$ cat config.mk
export PLATFORM = sky130hd
export DESIGN_NAME = hazard_stall_unit_flat
export DESIGN_NICKNAME = d
export VERILOG_FILES = /design/src/rtl/mips_pkg.sv /design/src/rtl/hazard_stall_unit_if.sv /design/src/rtl/hazard_stall_unit_sat_counter.sv /design/src/rtl/hazard_stall_unit.sv /design/src/flat_wrapper.sv
export SDC_FILE = /design/constraint.sdc
export NUM_CORES = 1
export LEC_CHECK = 0
export ABC_CLOCK_PERIOD_IN_PS = 2110
export CAP_MARGIN = 20
export CORE_MARGIN = 5
export CORE_UTILIZATION = 35
export DETAILED_ROUTE_END_ITERATION = 8
export GPL_ROUTABILITY_DRIVEN = 0
export GPL_TIMING_DRIVEN = 1
export PLACE_DENSITY = 0.66
export SLEW_MARGIN = 10
export SYNTH_ARGS = -nofsm -noshare
export SYNTH_HDL_FRONTEND = slang
export SYNTH_HIERARCHICAL = 1
export SYNTH_SLANG_ARGS = --single-unit
$ cat constraint.sdc
create_clock -name clk -period 2.11 [get_ports clk]
set_clock_uncertainty 0.1 [all_clocks]
set_input_delay 0.3165 -clock clk [delete_from_list [all_inputs] [get_ports clk]]
set_output_delay 0.3165 -clock clk [all_outputs]
set_load 0.02 [all_outputs]
$ cat src/rtl/mips_pkg.sv
`default_nettype none
// ============================================================================
//  mips_pkg
//  Opcode/funct encodings, pipeline-control FSM states and decode helpers.
//  Revision: 1.0
// ============================================================================
package mips_pkg;

    localparam logic [5:0] c_op_rtype = 6'b000000;
    localparam logic [5:0] c_op_beq   = 6'b000100;
    localparam logic [5:0] c_op_bne   = 6'b000101;
    localparam logic [5:0] c_op_addi  = 6'b001000;
    localparam logic [5:0] c_op_lw    = 6'b100011;
    localparam logic [5:0] c_op_sw    = 6'b101011;

    localparam logic [5:0] c_fn_add   = 6'b100000;
    localparam logic [5:0] c_fn_mult  = 6'b011000;
    localparam logic [5:0] c_fn_multu = 6'b011001;
    localparam logic [5:0] c_fn_div   = 6'b011010;
    localparam logic [5:0] c_fn_divu  = 6'b011011;

    typedef enum logic [1:0] {
        ST_RUN     = 2'd0,
        ST_MD_WAIT = 2'd1,
        ST_MD_REL  = 2'd2
    } hsu_state_t;

    // For addi/lw the rt field names a destination, so it never creates a read hazard.
    function automatic logic op_uses_rt(input logic [5:0] op);
        return (op == c_op_rtype) || (op == c_op_beq) ||
               (op == c_op_bne)   || (op == c_op_sw);
    endfunction

    function automatic logic op_is_br(input logic [5:0] op);
        return (op == c_op_beq) || (op == c_op_bne);
    endfunction

    function automatic logic op_is_md(input logic [5:0] op, input logic [5:0] fn);
        return (op == c_op_rtype) && (fn[5:2] == c_fn_mult[5:2]);
    endfunction

    function automatic logic reg_match(input logic [4:0] r, input logic [4:0] rs,
                                       input logic [4:0] rt, input logic uses_rt);
        return (r != 5'd0) && ((r == rs) || (uses_rt && (r == rt)));
    endfunction

endpackage
`default_nettype wire

$ cat src/rtl/hazard_stall_unit_if.sv
`default_nettype none
// ============================================================================
//  hazard_stall_unit_if
//  Pipeline-register view consumed by the hazard unit and the controls it returns.
//  Revision: 1.0
// ============================================================================
interface hazard_stall_unit_if #(
    parameter int CNT_W = 32
);
    logic [5:0]       IF_ID_OPcode;
    logic [5:0]       IF_ID_Funct;
    logic [4:0]       IF_ID_rs;
    logic [4:0]       IF_ID_rt;
    logic             ID_EX_MemRead;
    logic             ID_EX_RegWrite;
    logic [4:0]       ID_EX_rt;
    logic [4:0]       ID_EX_dst;
    logic             EX_MEM_MemRead;
    logic [4:0]       EX_MEM_rt;
    logic             Branch_Taken;
    logic             Jump;

    logic             PC_Write;
    logic             IF_ID_Write;
    logic             IF_ID_Flush;
    logic             ID_EX_Flush;
    logic             Stall;
    logic [CNT_W-1:0] Stall_Count;

    modport master (
        output IF_ID_OPcode, IF_ID_Funct, IF_ID_rs, IF_ID_rt,
               ID_EX_MemRead, ID_EX_RegWrite, ID_EX_rt, ID_EX_dst,
               EX_MEM_MemRead, EX_MEM_rt, Branch_Taken, Jump,
        input  PC_Write, IF_ID_Write, IF_ID_Flush, ID_EX_Flush, Stall, Stall_Count
    );

    modport slave (
        input  IF_ID_OPcode, IF_ID_Funct, IF_ID_rs, IF_ID_rt,
               ID_EX_MemRead, ID_EX_RegWrite, ID_EX_rt, ID_EX_dst,
               EX_MEM_MemRead, EX_MEM_rt, Branch_Taken, Jump,
        output PC_Write, IF_ID_Write, IF_ID_Flush, ID_EX_Flush, Stall, Stall_Count
    );

endinterface
`default_nettype wire

$ cat src/rtl/hazard_stall_unit_sat_counter.sv
`default_nettype none
// ============================================================================
//  sat_counter
//  Up-counter that sticks at all-ones instead of wrapping; async active-low clear.
//  Revision: 1.0
// ============================================================================
module sat_counter #(
    parameter int WIDTH = 32
) (
    input  wire logic             clk,
    input  wire logic             rst_n,
    input  wire logic             i_inc,
    output logic [WIDTH-1:0]      o_count
);

    localparam logic [WIDTH-1:0] c_max = {WIDTH{1'b1}};

    logic [WIDTH-1:0] r_count;

    always_ff @(posedge clk or negedge rst_n) begin
        if (!rst_n) begin
            r_count <= '0;
        end else if (i_inc && (r_count != c_max)) begin
            r_count <= r_count + 1'b1;
        end
    end

    assign o_count = r_count;

endmodule
`default_nettype wire

$ cat src/rtl/hazard_stall_unit.sv
`default_nettype none
// ============================================================================
//  hazard_stall_unit
//  Decode-stage stall/flush control: load-use, ID-branch operand and MULT/DIV hold.
//  Revision: 1.0
// ============================================================================
module hazard_stall_unit
    import mips_pkg::*;
#(
    parameter int MD_LAT = 8,
    parameter int CNT_W  = 32
) (
    input  wire logic           clk,
    input  wire logic           rst_n,
    hazard_stall_unit_if.slave  bus
);

    localparam int c_md_cnt_w = (MD_LAT > 1) ? $clog2(MD_LAT) : 1;
    localparam logic [c_md_cnt_w-1:0] c_md_load = c_md_cnt_w'(MD_LAT - 1);

    hsu_state_t              r_state;
    hsu_state_t              w_state_next;
    logic [c_md_cnt_w-1:0]   r_md_cnt;
    logic [c_md_cnt_w-1:0]   w_md_cnt_next;

    logic w_uses_rt;
    logic w_is_br;
    logic w_is_md;
    logic w_lu;
    logic w_br;
    logic w_haz;
    logic w_stall;
    logic w_if_id_flush;
    logic [CNT_W-1:0] w_stall_count;

    assign w_uses_rt = op_uses_rt(bus.IF_ID_OPcode);
    assign w_is_br   = op_is_br(bus.IF_ID_OPcode);
    assign w_is_md   = op_is_md(bus.IF_ID_OPcode, bus.IF_ID_Funct);

    assign w_lu  = bus.ID_EX_MemRead &
                   reg_match(bus.ID_EX_rt, bus.IF_ID_rs, bus.IF_ID_rt, w_uses_rt);
    // A branch resolved in ID needs its operands now: an ALU result still in EX
    // or a load still in MEM cannot reach the ID comparator in time.
    assign w_br  = w_is_br &
                   ((bus.ID_EX_RegWrite &
                     reg_match(bus.ID_EX_dst, bus.IF_ID_rs, bus.IF_ID_rt, w_uses_rt)) |
                    (bus.EX_MEM_MemRead &
                     reg_match(bus.EX_MEM_rt, bus.IF_ID_rs, bus.IF_ID_rt, w_uses_rt)));
    assign w_haz = w_lu | w_br;

    always_ff @(posedge clk or negedge rst_n) begin
        if (!rst_n) begin
            r_state  <= ST_RUN;
            r_md_cnt <= '0;
        end else begin
            r_state  <= w_state_next;
            r_md_cnt <= w_md_cnt_next;
        end
    end

    // Detection is masked while reset is asserted so the pipeline sees free-running defaults.
    always_comb begin
        w_state_next  = r_state;
        w_md_cnt_next = r_md_cnt;
        w_stall       = 1'b0;
        w_if_id_flush = 1'b0;
        if (rst_n) begin
            case (r_state)
                ST_RUN: begin
                    if (w_haz) begin
                        w_stall = 1'b1;
                    end else if (w_is_md) begin
                        w_stall = 1'b1;
                        if (MD_LAT == 1) begin
                            w_state_next = ST_MD_REL;
                        end else begin
                            w_state_next  = ST_MD_WAIT;
                            w_md_cnt_next = c_md_load;
                        end
                    end else begin
                        w_if_id_flush = bus.Branch_Taken | bus.Jump;
                    end
                end
                ST_MD_WAIT: begin
                    // The RUN entry cycle already stalled once, so leave as the count hits zero.
                    w_stall       = 1'b1;
                    w_md_cnt_next = r_md_cnt - 1'b1;
                    if (r_md_cnt <= c_md_cnt_w'(1)) begin
                        w_state_next  = ST_MD_REL;
                        w_md_cnt_next = '0;
                    end
                end
                ST_MD_REL: begin
                    w_state_next = ST_RUN;
                end
                default: begin
                    w_state_next  = ST_RUN;
                    w_md_cnt_next = '0;
                end
            endcase
        end
    end

    sat_counter #(
        .WIDTH   (CNT_W)
    ) u_stall_cnt (
        .clk     (clk),
        .rst_n   (rst_n),
        .i_inc   (w_stall),
        .o_count (w_stall_count)
    );

    assign bus.PC_Write    = ~w_stall;
    assign bus.IF_ID_Write = ~w_stall;
    assign bus.ID_EX_Flush = w_stall;
    assign bus.IF_ID_Flush = w_if_id_flush;
    assign bus.Stall       = w_stall;
    assign bus.Stall_Count = w_stall_count;

endmodule
`default_nettype wire

$ cat src/flat_wrapper.sv
// flat-port wrapper written by rule: the top's interface ports become plain ports
module hazard_stall_unit_flat import mips_pkg::*;
#(
    parameter int MD_LAT = 8,
    parameter int CNT_W  = 32
)
  (clk, rst_n, bus_IF_ID_OPcode, bus_IF_ID_Funct, bus_IF_ID_rs, bus_IF_ID_rt, bus_ID_EX_MemRead, bus_ID_EX_RegWrite, bus_ID_EX_rt, bus_ID_EX_dst, bus_EX_MEM_MemRead, bus_EX_MEM_rt, bus_Branch_Taken, bus_Jump, bus_PC_Write, bus_IF_ID_Write, bus_IF_ID_Flush, bus_ID_EX_Flush, bus_Stall, bus_Stall_Count);
  hazard_stall_unit_if #(.CNT_W(CNT_W)) bus_i ();
  input  wire logic clk;
  input  wire logic rst_n;
  input wire logic [$bits(bus_i.IF_ID_OPcode)-1:0] bus_IF_ID_OPcode;
  input wire logic [$bits(bus_i.IF_ID_Funct)-1:0] bus_IF_ID_Funct;
  input wire logic [$bits(bus_i.IF_ID_rs)-1:0] bus_IF_ID_rs;
  input wire logic [$bits(bus_i.IF_ID_rt)-1:0] bus_IF_ID_rt;
  input wire logic [$bits(bus_i.ID_EX_MemRead)-1:0] bus_ID_EX_MemRead;
  input wire logic [$bits(bus_i.ID_EX_RegWrite)-1:0] bus_ID_EX_RegWrite;
  input wire logic [$bits(bus_i.ID_EX_rt)-1:0] bus_ID_EX_rt;
  input wire logic [$bits(bus_i.ID_EX_dst)-1:0] bus_ID_EX_dst;
  input wire logic [$bits(bus_i.EX_MEM_MemRead)-1:0] bus_EX_MEM_MemRead;
  input wire logic [$bits(bus_i.EX_MEM_rt)-1:0] bus_EX_MEM_rt;
  input wire logic [$bits(bus_i.Branch_Taken)-1:0] bus_Branch_Taken;
  input wire logic [$bits(bus_i.Jump)-1:0] bus_Jump;
  output wire logic [$bits(bus_i.PC_Write)-1:0] bus_PC_Write;
  output wire logic [$bits(bus_i.IF_ID_Write)-1:0] bus_IF_ID_Write;
  output wire logic [$bits(bus_i.IF_ID_Flush)-1:0] bus_IF_ID_Flush;
  output wire logic [$bits(bus_i.ID_EX_Flush)-1:0] bus_ID_EX_Flush;
  output wire logic [$bits(bus_i.Stall)-1:0] bus_Stall;
  output wire logic [$bits(bus_i.Stall_Count)-1:0] bus_Stall_Count;
  assign bus_i.IF_ID_OPcode = bus_IF_ID_OPcode;
  assign bus_i.IF_ID_Funct = bus_IF_ID_Funct;
  assign bus_i.IF_ID_rs = bus_IF_ID_rs;
  assign bus_i.IF_ID_rt = bus_IF_ID_rt;
  assign bus_i.ID_EX_MemRead = bus_ID_EX_MemRead;
  assign bus_i.ID_EX_RegWrite = bus_ID_EX_RegWrite;
  assign bus_i.ID_EX_rt = bus_ID_EX_rt;
  assign bus_i.ID_EX_dst = bus_ID_EX_dst;
  assign bus_i.EX_MEM_MemRead = bus_EX_MEM_MemRead;
  assign bus_i.EX_MEM_rt = bus_EX_MEM_rt;
  assign bus_i.Branch_Taken = bus_Branch_Taken;
  assign bus_i.Jump = bus_Jump;
  assign bus_PC_Write = bus_i.PC_Write;
  assign bus_IF_ID_Write = bus_i.IF_ID_Write;
  assign bus_IF_ID_Flush = bus_i.IF_ID_Flush;
  assign bus_ID_EX_Flush = bus_i.ID_EX_Flush;
  assign bus_Stall = bus_i.Stall;
  assign bus_Stall_Count = bus_i.Stall_Count;
  hazard_stall_unit #(.MD_LAT(MD_LAT), .CNT_W(CNT_W)) u_core (.clk(clk), .rst_n(rst_n), .bus(bus_i));
endmodule
**Yosys cells after proc, flatten, opt, wreduce, memory -nomap -nowiden**

Cells that the tools add are included.
Widths: inputs -> output; s select.

- Logic and storage cells: 69
- Register bits after elaboration: 37
- Input bits: 44
- Output and inout port bits: 37

- Order comparisons: 1
- Reduce and logical (&&, ||, !) cells: 22
- Bitwise logic cells: 9
- Equal/unequal tests: 16
- Add/sub/neg operators: 2
- Mux-type cells: 16

Operator list:

| operator | count |
|---|---|
| $add 32x1->32 const B | 1 |
| $ne 32x32->1 const B | 1 |
| $eq 5x5->1 | 6 |
| $reduce_bool 5->1 | 3 |
| $eq 6x3->1 const B | 2 |
| $mux 3 | 3 |
| $pmux 3 s3 | 1 |
| $logic_and 1x1->1 | 8 |
| $reduce_and 4->1 | 2 |
| $logic_or 1x1->1 | 7 |
| $mux 1 | 7 |
| $eq 6x6->1 const B | 1 |
| $logic_not 6->1 | 1 |
| $mux 2 | 3 |
| $and 1x1->1 | 4 |
| $eq 4x3->1 const B | 1 |
| $ne 2x1->1 const B | 2 |
| $pmux 2 s2 | 1 |
| $le 3x1->1 const B | 1 |
| $or 1x1->1 | 3 |
| $sub 3x1->3 const B | 1 |
| $eq 2x1->1 const B | 1 |
| $eq 2x2->1 const B | 1 |
| $logic_not 2->1 | 1 |
| 3 further kinds | 4 |

**Logic depth before layout (Yosys ltp)**

Gate-level depths: netlist (run 1).

- Word-level depth: 15
- Depth in mapped cells: 12

**By module**

Netlist (run 1), hierarchy kept.

Modules (own cells, without submodules):

| module | times used | area each (sq um) | seq. area each (sq um) | cells each |
|---|---|---|---|---|
| sat_counter | 1 | 1624.1 | 800.8 | 151 |
| hazard_stall_unit | 1 | 817.0 | 125.1 | 99 |

**Worst setup path before layout (run 1)**

Ideal clock, no wire load.

- Path kind: input-to-reg
- Start: input bus_IF_ID_OPcode[1]
- End: register u_core.u_stall_cnt.r_count[29], in the netlist u_core/u_stall_cnt/o_count[29]
- Stages: 11
- Arrival time: 3039 ps
- Path buffers: 1
- Required time: 1930 ps
- Path slack: -1109 ps
- Cell sequence: or4_1 a21o_1 o21ai_1 nor2_1 a21oi_1 and3_1 nor2b_1 clkbuf_1 nand4_1 nor4_2 xor2_1

- Cells in the longest elaborated chain, start to end: 15
- Elaborated cells between the ends (all ways): 29
- Those cells by class: 3 x eq/ne; 4 x mux; 6 x bitwise; 16 x reduce/logical

RTL lines:

| element | RTL line | text |
|---|---|---|
| start, declared | flat_wrapper.sv:11 | `input wire logic [$bits(bus_i.IF_ID_OPcode)-1:0] bus_IF_ID_OPcode;` |
| $eq 6x3->1 or $logic_not 6->1 (tied branches) | mips_pkg.sv:30, mips_pkg.sv:35, mips_pkg.sv:39 |  |
| $logic_or 1x1->1 (2 in series) | mips_pkg.sv:30 | `return (op == c_op_rtype) \|\| (op == c_op_beq) \|\|` |
| $logic_or 1x1->1 | mips_pkg.sv:31 | `(op == c_op_bne) \|\| (op == c_op_sw);` |
| $logic_and 1x1->1 | mips_pkg.sv:44 | `return (r != 5'd0) && ((r == rs) \|\| (uses_rt && (r == rt)));` |
| $logic_or 1x1->1 | mips_pkg.sv:44 |  |
| $logic_and 1x1->1 | mips_pkg.sv:44 |  |
| $and 1x1->1 (on tied branches) | hazard_stall_unit.sv:45, hazard_stall_unit.sv:47 |  |
| $or 1x1->1 | hazard_stall_unit.sv:46 | `reg_match(bus.ID_EX_dst, bus.IF_ID_rs, bus.IF_ID_rt, w_uses_rt)) \|` |
| $and 1x1->1 | hazard_stall_unit.sv:44 | `assign w_br = w_is_br &` |
| $or 1x1->1 | hazard_stall_unit.sv:49 | `assign w_haz = w_lu \| w_br;` |
| $mux 1 (*) | hazard_stall_unit.sv:70 | `if (w_haz) begin` |
| $pmux 1 s2 (*) | hazard_stall_unit.sv:68 | `case (r_state)` |
| $mux 1 (*) | hazard_stall_unit.sv:67 | `if (rst_n) begin` |
| via bus_ID_EX_Flush | flat_wrapper.sv:26 | `output wire logic [$bits(bus_i.ID_EX_Flush)-1:0] bus_ID_EX_Flush;` |
| $logic_and 1x1->1 (*) | hazard_stall_unit_sat_counter.sv:23 | `end else if (i_inc && (r_count != c_max)) begin` |
| end signal, assigned | hazard_stall_unit_sat_counter.sv:24 | `r_count <= r_count + 1'b1;` |
| end, declared | hazard_stall_unit_sat_counter.sv:18 | `logic [WIDTH-1:0] r_count;` |

The timed path passes the listed nets; every way through them passes the cells marked *.
A chain may end at the register's enable or synchronous reset.

**Final worst setup path (run 1)**

- Start: input bus_IF_ID_rt[2]
- End: register u_core.u_stall_cnt.r_count[15], in the netlist u_core/u_stall_cnt/o_count[15]

- Cells in the longest elaborated chain, start to end: 12
- Elaborated cells between the ends (all ways): 22
- Those cells by class: 3 x eq/ne; 3 x mux; 6 x bitwise; 10 x reduce/logical

RTL lines:

| element | RTL line | text |
|---|---|---|
| start, declared | flat_wrapper.sv:14 | `input wire logic [$bits(bus_i.IF_ID_rt)-1:0] bus_IF_ID_rt;` |
| $eq 5x5->1 | mips_pkg.sv:44 |  |
| $logic_and 1x1->1 | mips_pkg.sv:44 |  |
| $logic_or 1x1->1 | mips_pkg.sv:44 |  |
| $logic_and 1x1->1 | mips_pkg.sv:44 |  |
| $and 1x1->1 (on tied branches) | hazard_stall_unit.sv:45, hazard_stall_unit.sv:47 |  |
| $or 1x1->1 | hazard_stall_unit.sv:46 |  |
| $and 1x1->1 | hazard_stall_unit.sv:44 |  |
| $or 1x1->1 (*) | hazard_stall_unit.sv:49 |  |
| $mux 1 (*) | hazard_stall_unit.sv:70 |  |
| $pmux 1 s2 (*) | hazard_stall_unit.sv:68 |  |
| $mux 1 (*) | hazard_stall_unit.sv:67 |  |
| $logic_and 1x1->1 (*) | hazard_stall_unit_sat_counter.sv:23 |  |

Every way passes the cells marked *; elsewhere a longest branch is shown, timed or not.

==> out/metrics.yaml, run 1 <==
rr_startpoint: "u_core/u_stall_cnt/o_count[6]"
initialDrtViolationCount: 86
synth_top_area_share: 0.379
hold_violations: 0
rsz0062_at_grt: "true"
drive_gt1_frac: 0.388
maxCapViolations: 0
period_minus_slack_ps: 2510
via_count: 2503
power.density_mw_per_mm2: 414
finalPower_uw: 1720
fillers: 587
synth-seq-area-share: 0.379
arrival_ps: 2580
busiest_layer: "met2"
synthTopCellsByArea: "dfrtp_1 (38%), xnor2_1 (11%), xor2_1 (10%)"
final_max_slew_viol_count: 0
grt_pass1_wl_microns: 13000
setup_viol: 36
synth-edff-count: 0
drt-total-wl_microns: 8140
antenna_found_initial: 0
die_width_microns: 93.5
area_growth_pct: 69.9
layout.cells.non_filler: 498
final_core_util: 0.610
layout_commonest_cell: "buf_4"
syn_nets: 297
max_slew_margin: 0.653
synthArstFlopShare: 1.00
grt_max_degree: 42
crit_type: "in2reg"
clkSinkCount: 37
nNetsFinal: 449
drcViolationCount: 0
fin_ws_ps: -402
hold_path.class: "in2async"
status: "complete, but fails checks"
final_cell_mix: "buf_4 (68), clkdlybuf4s50_1 (39), dfrtp_1 (37)"
start_util: 0.359
synth_cell_types: 47
r2r_slack_ps: 30
synth.avg_cell_area_sq_um: 9.76
syn_area_sq_mm: 0.00244
io_pins: 81
cts-root-buf: "clkbuf_8"
grt_pass1_vias: 2619
die_area_sq_mm: 0.00875
r2r_end: "u_core/u_stall_cnt/o_count[7]"
clockBufferDepth: 2
numCtsBuffers: 5
grtUsageTotal: 0.188
violations: "negative setup slack"
gr-usage-met2: 0.306
row_count: 30
wl_per_cell_microns: 16.3
worstMarginPinSlew_ps: 517
r2r_cells: 7
clk_latency_ps: 280
fmax_mhz: 398
ys_seq_elements: 37
cp_max_fo: 3
port_buffers: 78
yosysWarnings: 6
htreeDepth: 2
multi_input_area_sq_mm: 0.00176
use_met3: 0.0370
ys.flop_type: "dfrtp_1"
p_leak_uw: 0.00179
critPathLaunchType: "primary input"
hpwl_microns: 6090
grt-ovfl-total: 0
post-route-period-util: 1.19
synthCells: 250
design.core.area_sq_mm: 0.00679
die_h_microns: 93.5
dpl.cell_count: 478
ir_drop_uv: 458
ant_nets: 0
dr.pass1.iters: 4
clk_pin_slew_ps: 70
cts_tree: "built"
hold_buffers: 0
diodes: 0
endpoint_kind: "flop"
synth_top_area_cell: "dfrtp_1"
vias_per_cell: 5.03
grtUsageMet1: 0.250
ff_latch_area_sq_um: 926
critical_path_required_ps: 2180
==> worst max path at each step <==
stage | start | cells past startpoint | end | slack, ps
final | bus_IF_ID_rt[2] | 13 | u_core/u_stall_cnt/o_count[15] | -400
after global routing | bus_IF_ID_OPcode[0] | 13 | u_core/u_stall_cnt/o_count[15] | -470
after CTS | bus_IF_ID_OPcode[0] | 13 | u_core/u_stall_cnt/o_count[29] | -410
after detailed placement | bus_ID_EX_rt[2] | 7 | bus_IF_ID_Flush | -1010
after global placement | bus_ID_EX_rt[0] | 12 | u_core/u_stall_cnt/o_count[25] | -980
after floorplan | bus_IF_ID_OPcode[1] | 11 | u_core/u_stall_cnt/o_count[29] | -580
==> worst max-delay path, cell delays in order <==
cell	delay [ps]
clkdlybuf4s15_2	220
xnor2_2	140
nand4_1	100
or3_4	400
o21ai_4	220
nor2_4	80
a21oi_4	140
and3_4	210
nor2b_1	130
buf_4	150
buf_6	100
nand3_2	70
mux2_4	300
==> state kept, by name, indices dropped and copies added (netlist names) <==
name,count
u_core/u_stall_cnt/o_count,32
u_core/r_md_cnt,3
u_core/r_state,2
==> metrics by stage <==
step | cell area (sq um) | TNS [ps] | hold slack [ps] | setup WS, ps
3_5_place_dp | 3780 | -34770 | 357 | -1010
4_1_cts | 4020 | -10210 | 47.4 | -409
2_1_floorplan | 2480 | -11560 | -79.1 | -580
3_3_place_gp | 3780 | -33170 | 363 | -985
5_1_grt | 4150 | -12810 | 77.8 | -468
6_report | 4150 | -9760 | 27.8 | -402
==> Yosys cell counts, types with 2 or more instances <==
cell	count
a31oi_1	3
o21ai_0	2
o2111ai_1	2
nor4_1	4
nand2_1	17
ha_1	3
o21ai_2	2
nor4_2	2
mux2_1	2
dfrtp_1	37
nor2_1	19
nor3_1	8
nand3_1	17
a21oi_1	4
or4_1	4
nand4_1	18
inv_1	4
o21a_1	2
nor3_2	2
xor2_1	28
and3_1	2
buf_4	2
and4_1	4
a21o_1	2
or4_4	3
nor2b_1	3
a22oi_1	2
xnor2_1	31
o211ai_1	3
==> layout make-up <==
| type | count | share of cell area |
|---|---|---|
| Inverter | 4 | 0.00362 |
| Clock buffer | 7 | 0.0208 |
| Tap cell | 96 | 0.0290 |
| Sequential cell | 37 | 0.223 |
| Multi-Input combinational cell | 205 | 0.423 |
| Timing Repair Buffer | 149 | 0.300 |
==> report_power, final <==
group / internal, uW / total [uW] / switching (uW)
sequential: 749 / 793 / 43.8
combinational: 225 / 435 / 210
clock: 259 / 489 / 230
==> logic make-up after synthesis <==
group / share of synthesized area
adders and majority gates: 0.0154
and+or+nand+nor: 0.268
AOI/OAI and AO/OA: 0.0897
xor gates and xnor gates: 0.212
muxes: 0.0179
buffers and inverters: 0.0184
DFF: 0.379
==> layer usage <==
layer  part of all wire  vias up
met4              0.023        0
met5                  0        -
li1                   -     1216
met3              0.036       16
met1               0.45     1202
met2               0.50       69
==> timing repair <==
action,CTS,global route
setup endpoints to repair,39,38
buffers inserted,9,4
gates resized for setup,134,42
pin swaps,46,33
Power figures use the tool's default switching activity.
==> run 2: changes to the inputs <==
--- a/config.mk
+++ b/config.mk
@@ -5,14 +5,13 @@
 export SDC_FILE = /design/constraint.sdc
 export NUM_CORES = 1
 export LEC_CHECK = 0
-export ABC_CLOCK_PERIOD_IN_PS = 2110
+export ABC_CLOCK_PERIOD_IN_PS = 2600
 export CAP_MARGIN = 20
 export CORE_MARGIN = 5
 export CORE_UTILIZATION = 35
 export DETAILED_ROUTE_END_ITERATION = 8
 export GPL_ROUTABILITY_DRIVEN = 0
 export GPL_TIMING_DRIVEN = 1
-export PLACE_DENSITY = 0.66
 export SLEW_MARGIN = 10
 export SYNTH_ARGS = -nofsm -noshare
 export SYNTH_HDL_FRONTEND = slang
==> constraint.sdc (replaced) <==
create_clock -name clk -period 2.6 [get_ports clk]
set_clock_uncertainty 0.1 [all_clocks]
set_input_delay 0.39 -clock clk [delete_from_list [all_inputs] [get_ports clk]]
set_output_delay 0.39 -clock clk [all_outputs]
set_load 0.02 [all_outputs]
==> out/metrics.yaml, run 2 (synthesis gave the netlist of run 1 again) <==
busiest_layer: "met2"
hold_path.class: "in2async"
critical_path_required_ps: 2680
maxCapViolations: 0
clkSinkCount: 37
grt-ovfl-total: 0
crit_type: "in2reg"
die_h_microns: 93.5
initialDrtViolationCount: 102
ff_latch_area_sq_um: 926
arrival_ps: 2590
multi_input_area_sq_mm: 0.00166
nNetsFinal: 426
cts_tree: "built"
grt_pass1_vias: 2434
drt-total-wl_microns: 7450
area_growth_pct: 57.6
drcViolationCount: 0
via_count: 2388
htreeDepth: 2
crit_path_frequent_cell: "o21ai_4"
start_util: 0.359
max_stage_delay_ps: 540
diodes: 0
path_buf_inv: 3
endpoint_kind: "flop"
port_buffers: 78
ir_drop_uv: 232
power.density_mw_per_mm2: 357
ant_nets: 0
cts-root-buf: "clkbuf_8"
use_met3: 0.0426
grtUsageTotal: 0.174
critical_path.top_delay_family: "simple AND/OR/NAND/NOR gates"
setup_viol: 0
antenna_found_initial: 0
final_core_util: 0.566
fillers: 623
die_width_microns: 93.5
worstMarginPinSlew_ps: 733
postLayoutCellArea_sq_mm: 0.00385
numCtsBuffers: 5
p_leak_uw: 0.00163
final_cell_mix: "buf_4 (42), clkdlybuf4s50_1 (40), dfrtp_1 (37)"
largest_reg_flops: 32
die_area_sq_mm: 0.00875
drive_gt1_frac: 0.347
hold_violations: 0
hpwl_microns: 5710
grt_max_degree: 42
post-route-period-util: 0.966
cp_max_fo: 3
worst_path_max_delay_cell: "or4_4"
grt_pass1_wl_microns: 12200
row_count: 30
rsz0062_at_grt: "true"
place_area_sq_mm: 0.00363
status: "complete, no violations"
clockBufferDepth: 2
max_slew_margin: 0.507
worstPathCellList: "buf_8 > or4_4 > o21ai_4 > a21o_1 > o21ai_4 > nor2_4 > a21oi_4 > and3_4 > nor2b_4 > buf_6 > buf_4 > nand3_2 > mux2_2"
io_pins: 81
wl_per_cell_microns: 15.7
period_minus_slack_ps: 2510
dr.pass1.iters: 4
finalPower_uw: 1370
final_max_slew_viol_count: 0
clk_latency_ps: 290
layout_commonest_cell: "buf_4"
critPathLaunchType: "primary input"
gr-usage-met2: 0.275
fmax_mhz: 398
grtUsageMet1: 0.244
clk_pin_slew_ps: 80
design.core.area_sq_mm: 0.00679
vias_per_cell: 5.02
[run 2: path summary, 6_finish.rpt]
path	from	to	slack, ps	depth (start not counted)
worst max-delay path	bus_ID_EX_rt[2]	u_core/u_stall_cnt/o_count[15]	90	13
worst min-delay path	rst_n	u_core/u_stall_cnt/o_count[26]	60	2
worst max register to register	u_core/u_stall_cnt/o_count[4]	u_core/u_stall_cnt/o_count[7]	250	6
worst min register to register	u_core/u_stall_cnt/o_count[31]	u_core/u_stall_cnt/o_count[31]	410	1
max in group asynchronous	rst_n	u_core/u_stall_cnt/o_count[5]	1960	2
min in group clk	u_core/u_stall_cnt/o_count[31]	u_core/u_stall_cnt/o_count[31]	410	1
[run 2: cell type report]
type | count | share of cell area
clock buffer | 5 | 0.0179
clock inverter | 3 | 0.00455
inverter | 4 | 0.00390
multi-input combinational | 205 | 0.431
sequential | 37 | 0.241
tap | 96 | 0.0312
timing repair buffer | 126 | 0.271
[run 2: what timing repair did]
| action | 4_1_cts | 5_1_grt |
|---|---|---|
| buffers inserted | 8 | 3 |
| gates resized for setup | 100 | 70 |
| hold buffers | 0 | 0 |
| pin swaps | 32 | 32 |
| endpoints found under the hold margin | 0 | 0 |
| endpoints found under the setup margin | 33 | 24 |
[run 2: per-layer routing]
| metal | share of wire | wire (microns) | vias up |
|---|---|---|---|
| met1 | 0.48 | 3570 | 1159 |
| li1 | - | - | 1173 |
| met2 | 0.47 | 3470 | 52 |
| met5 | 0 | 0 | - |
| met4 | 0.0058 | 43 | 0 |
| met3 | 0.049 | 366 | 4 |
[run 2: power by group]
group | switching (uW) | total [uW] | internal (uW)
combinational | 165 | 339 | 173
clock | 211 | 396 | 185
sequential | 30.6 | 638 | 608
total | 407 | 1370 | 966
[run 2: worst reg2reg max path: stages (launching register included)]
cell and delay, ps:
dfrtp_1 460, nand3_2 190, nor4_1 700, and4_1 430, nor3_1 80, buf_4 140, xor2_1 140
[run 2: metrics by stage]
| step | hold WS, ps | cells | worst slack, ps | setup TNS [ps] |
|---|---|---|---|---|
| final | 63.9 | 476 | 88.9 | 0 |
| after global routing | 109 | 476 | -36.3 | -46.8 |
| after CTS | 83.1 | 474 | -53.1 | -53.1 |
| after detailed placement | 400 | 459 | -693 | -18910 |
| after global placement | 400 | 459 | -668 | -17680 |
| after floorplan | -5.59 | 250 | -164 | -1000 |
==> variant (settings of run 1) <==
Re-encode `hsu_state_t` (3 states) as one-hot, 3 bits wide.
--- a/src/rtl/mips_pkg.sv
+++ b/src/rtl/mips_pkg.sv
@@ -20,8 +20,8 @@
     localparam logic [5:0] c_fn_divu  = 6'b011011;
 
-    typedef enum logic [1:0] {
-        ST_RUN     = 2'd0,
-        ST_MD_WAIT = 2'd1,
-        ST_MD_REL  = 2'd2
+    typedef enum logic [2:0] {
+        ST_RUN     = 3'b001,
+        ST_MD_WAIT = 3'b010,
+        ST_MD_REL  = 3'b100
     } hsu_state_t;
 
Function: same outputs for any inputs over 10 cycles, from zero or initial values and one cycle with rst_n low; not proved beyond that.
==> variant against run 1 <==
- the flow still finishes with violations (negative setup slack)
- non-clock buffer count down 1
- wire length shrank 2.1%
- hold slack improved by 17 ps
- clock power grew 3%
- via count increased by 4.1%
- total power fell by 5.9%
- sequential power shrank 3%
- first-iteration DRC count is 93% higher
- sequential cell count is 1 higher
- area after synthesis increased by 4.7%
- combinational power down 23%
- cell area increased by 4.6%
- setup slack gained 42 ps
- critical path type unchanged
- largest cell class unchanged
- largest power group unchanged
- highest routed layer unchanged
==> variant: results (changes against run 1) <==
| Quantity | This run | Change |
|---|---|---|
| Run status | complete, but fails checks |  |
| Failing checks | negative setup slack |  |
| Half-perimeter wire length of the detailed placement result | 6010 um | -1.3% |
| Slew at the pin with the worst max-slew slack | 549 ps | +31.8 ps |
| Vias | 2606 | +4.1% |
| Detailed Route WL | 7970 um | -2.1% |
| Max stage delay cell, worst path | nor3_4 |  |
| Maximum single-stage delay on the critical path | 350 ps | -50 ps |
| Crit Reg-Reg Startpoint | u_core/r_state[2] |  |
| Highest metal layer with signal wires | met4 |  |
| Top cells by instance count after synthesis | 37 x dfrtp_1, 31 x xnor2_1, 28 x xor2_1, 22 x nor2_1 |  |
| Share of layout cells above drive strength 1 | 43.5% | +4.7 points |
| Unique masters post-synth | 53 | +13% |
| Count of final setup violators | 34 | -5.6% |
| Met3 routed wirelength | 520 um | +77% |
| Total nets after synthesis | 310 | +4.4% |
| H-Tree Depth | 2 | unchanged |
| Slack of the critical path | -360 ps | +42.2 ps |
| M1 WL | 3460 um | -4.7% |
| R2R depth | 8 | +1 |
| Largest cells by area after synthesis | dfrtp_1 36%, xnor2_1 11%, xor2_1 9.6% |  |
| Worst IR Drop VDD | 0.230 mV | -50% |
| Destination of the worst register-to-register timing path | u_core/u_stall_cnt/o_count[18] |  |
| Number of flip-flops in the largest register | 32 | unchanged |
| Tightest hold margin | 45.2 ps | +17.3 ps |
| Via/cell ratio | 5.08 | +1.1% |
| Met2 GRT Util | 29.2% | -1.5 points |
| Number of gates given a new drive strength after cts | 182 | +36% |
| Tot GR Track Use | 18.0% | -0.85 points |
| Source of the critical timing path | bus_IF_ID_rs[0] |  |
| Largest net degree at the start of global routing | 46 | +9.5% |
| Flop2flop setup slack | -230 ps | -260 ps |
| # placed instances | 487 | +1.9% |
| Number of DRC violations after detailed-routing iteration 0 | 166 | +93% |
| Wire length of the first global-routing pass | 12900 um | -1.2% |
| Layout Nets | 460 | +2.4% |
| Sequential area share after synthesis | 37.3% | -0.66 points |
| Num CTS Buffers | 5 | unchanged |
| Mapped Avg Cell Area | 9.71 um^2 | -0.51% |
| Number of global-route vias before repair | 2648 | +1.1% |
| Largest fanout on the critical path | 4 | +1 |
| Met3 routing resource usage after global routing | 4.03% | +0.32 points |
| Post-CTS setup buffer count | 14 | +5 |
| Setup total negative slack | -7800 ps | +1950 ps |
| Routed wire length on met2 | 3920 um | -2.9% |
| GR Util met1 | 24.7% | -0.36 points |
| Static Leakage | 1.88 nW | +4.6% |
| Placed cell area | 3850 um^2 | +1.9% |
## variant: kinds of logic (layout without fill, tap and decap cells)
family	after synthesis	in the layout	share of synthesized area [%]
compound gates	30	30	9.11
xor+xnor	59	59	20.2
fa+ha+maj	3	3	1.47
buf+inv	8	159	1.81
flops	38	38	37.3
mux	4	4	1.71
simple gates	121	121	28.4
## variant: layout make-up
| class | instances | area [um^2] |
|---|---|---|
| Inverter | 3 | 11.3 |
| Clock buffer | 7 | 86.3 |
| Sequential cell | 38 | 952 |
| Clock inverter | 1 | 5.00 |
| Tap cell | 99 | 124 |
| Fill cell | 573 | 2840 |
| Timing Repair Buffer | 148 | 1270 |
| Multi-Input combinational cell | 217 | 1880 |
## variant: report_power, final
| group | leakage (nW) | internal [mW] | switching (mW) |
|---|---|---|---|
| clock | 0.0482 | 0.263 | 0.242 |
| sequential | 0.518 | 0.749 | 0.0247 |
| combinational | 1.31 | 0.178 | 0.159 |
| total | 1.88 | 1.19 | 0.425 |
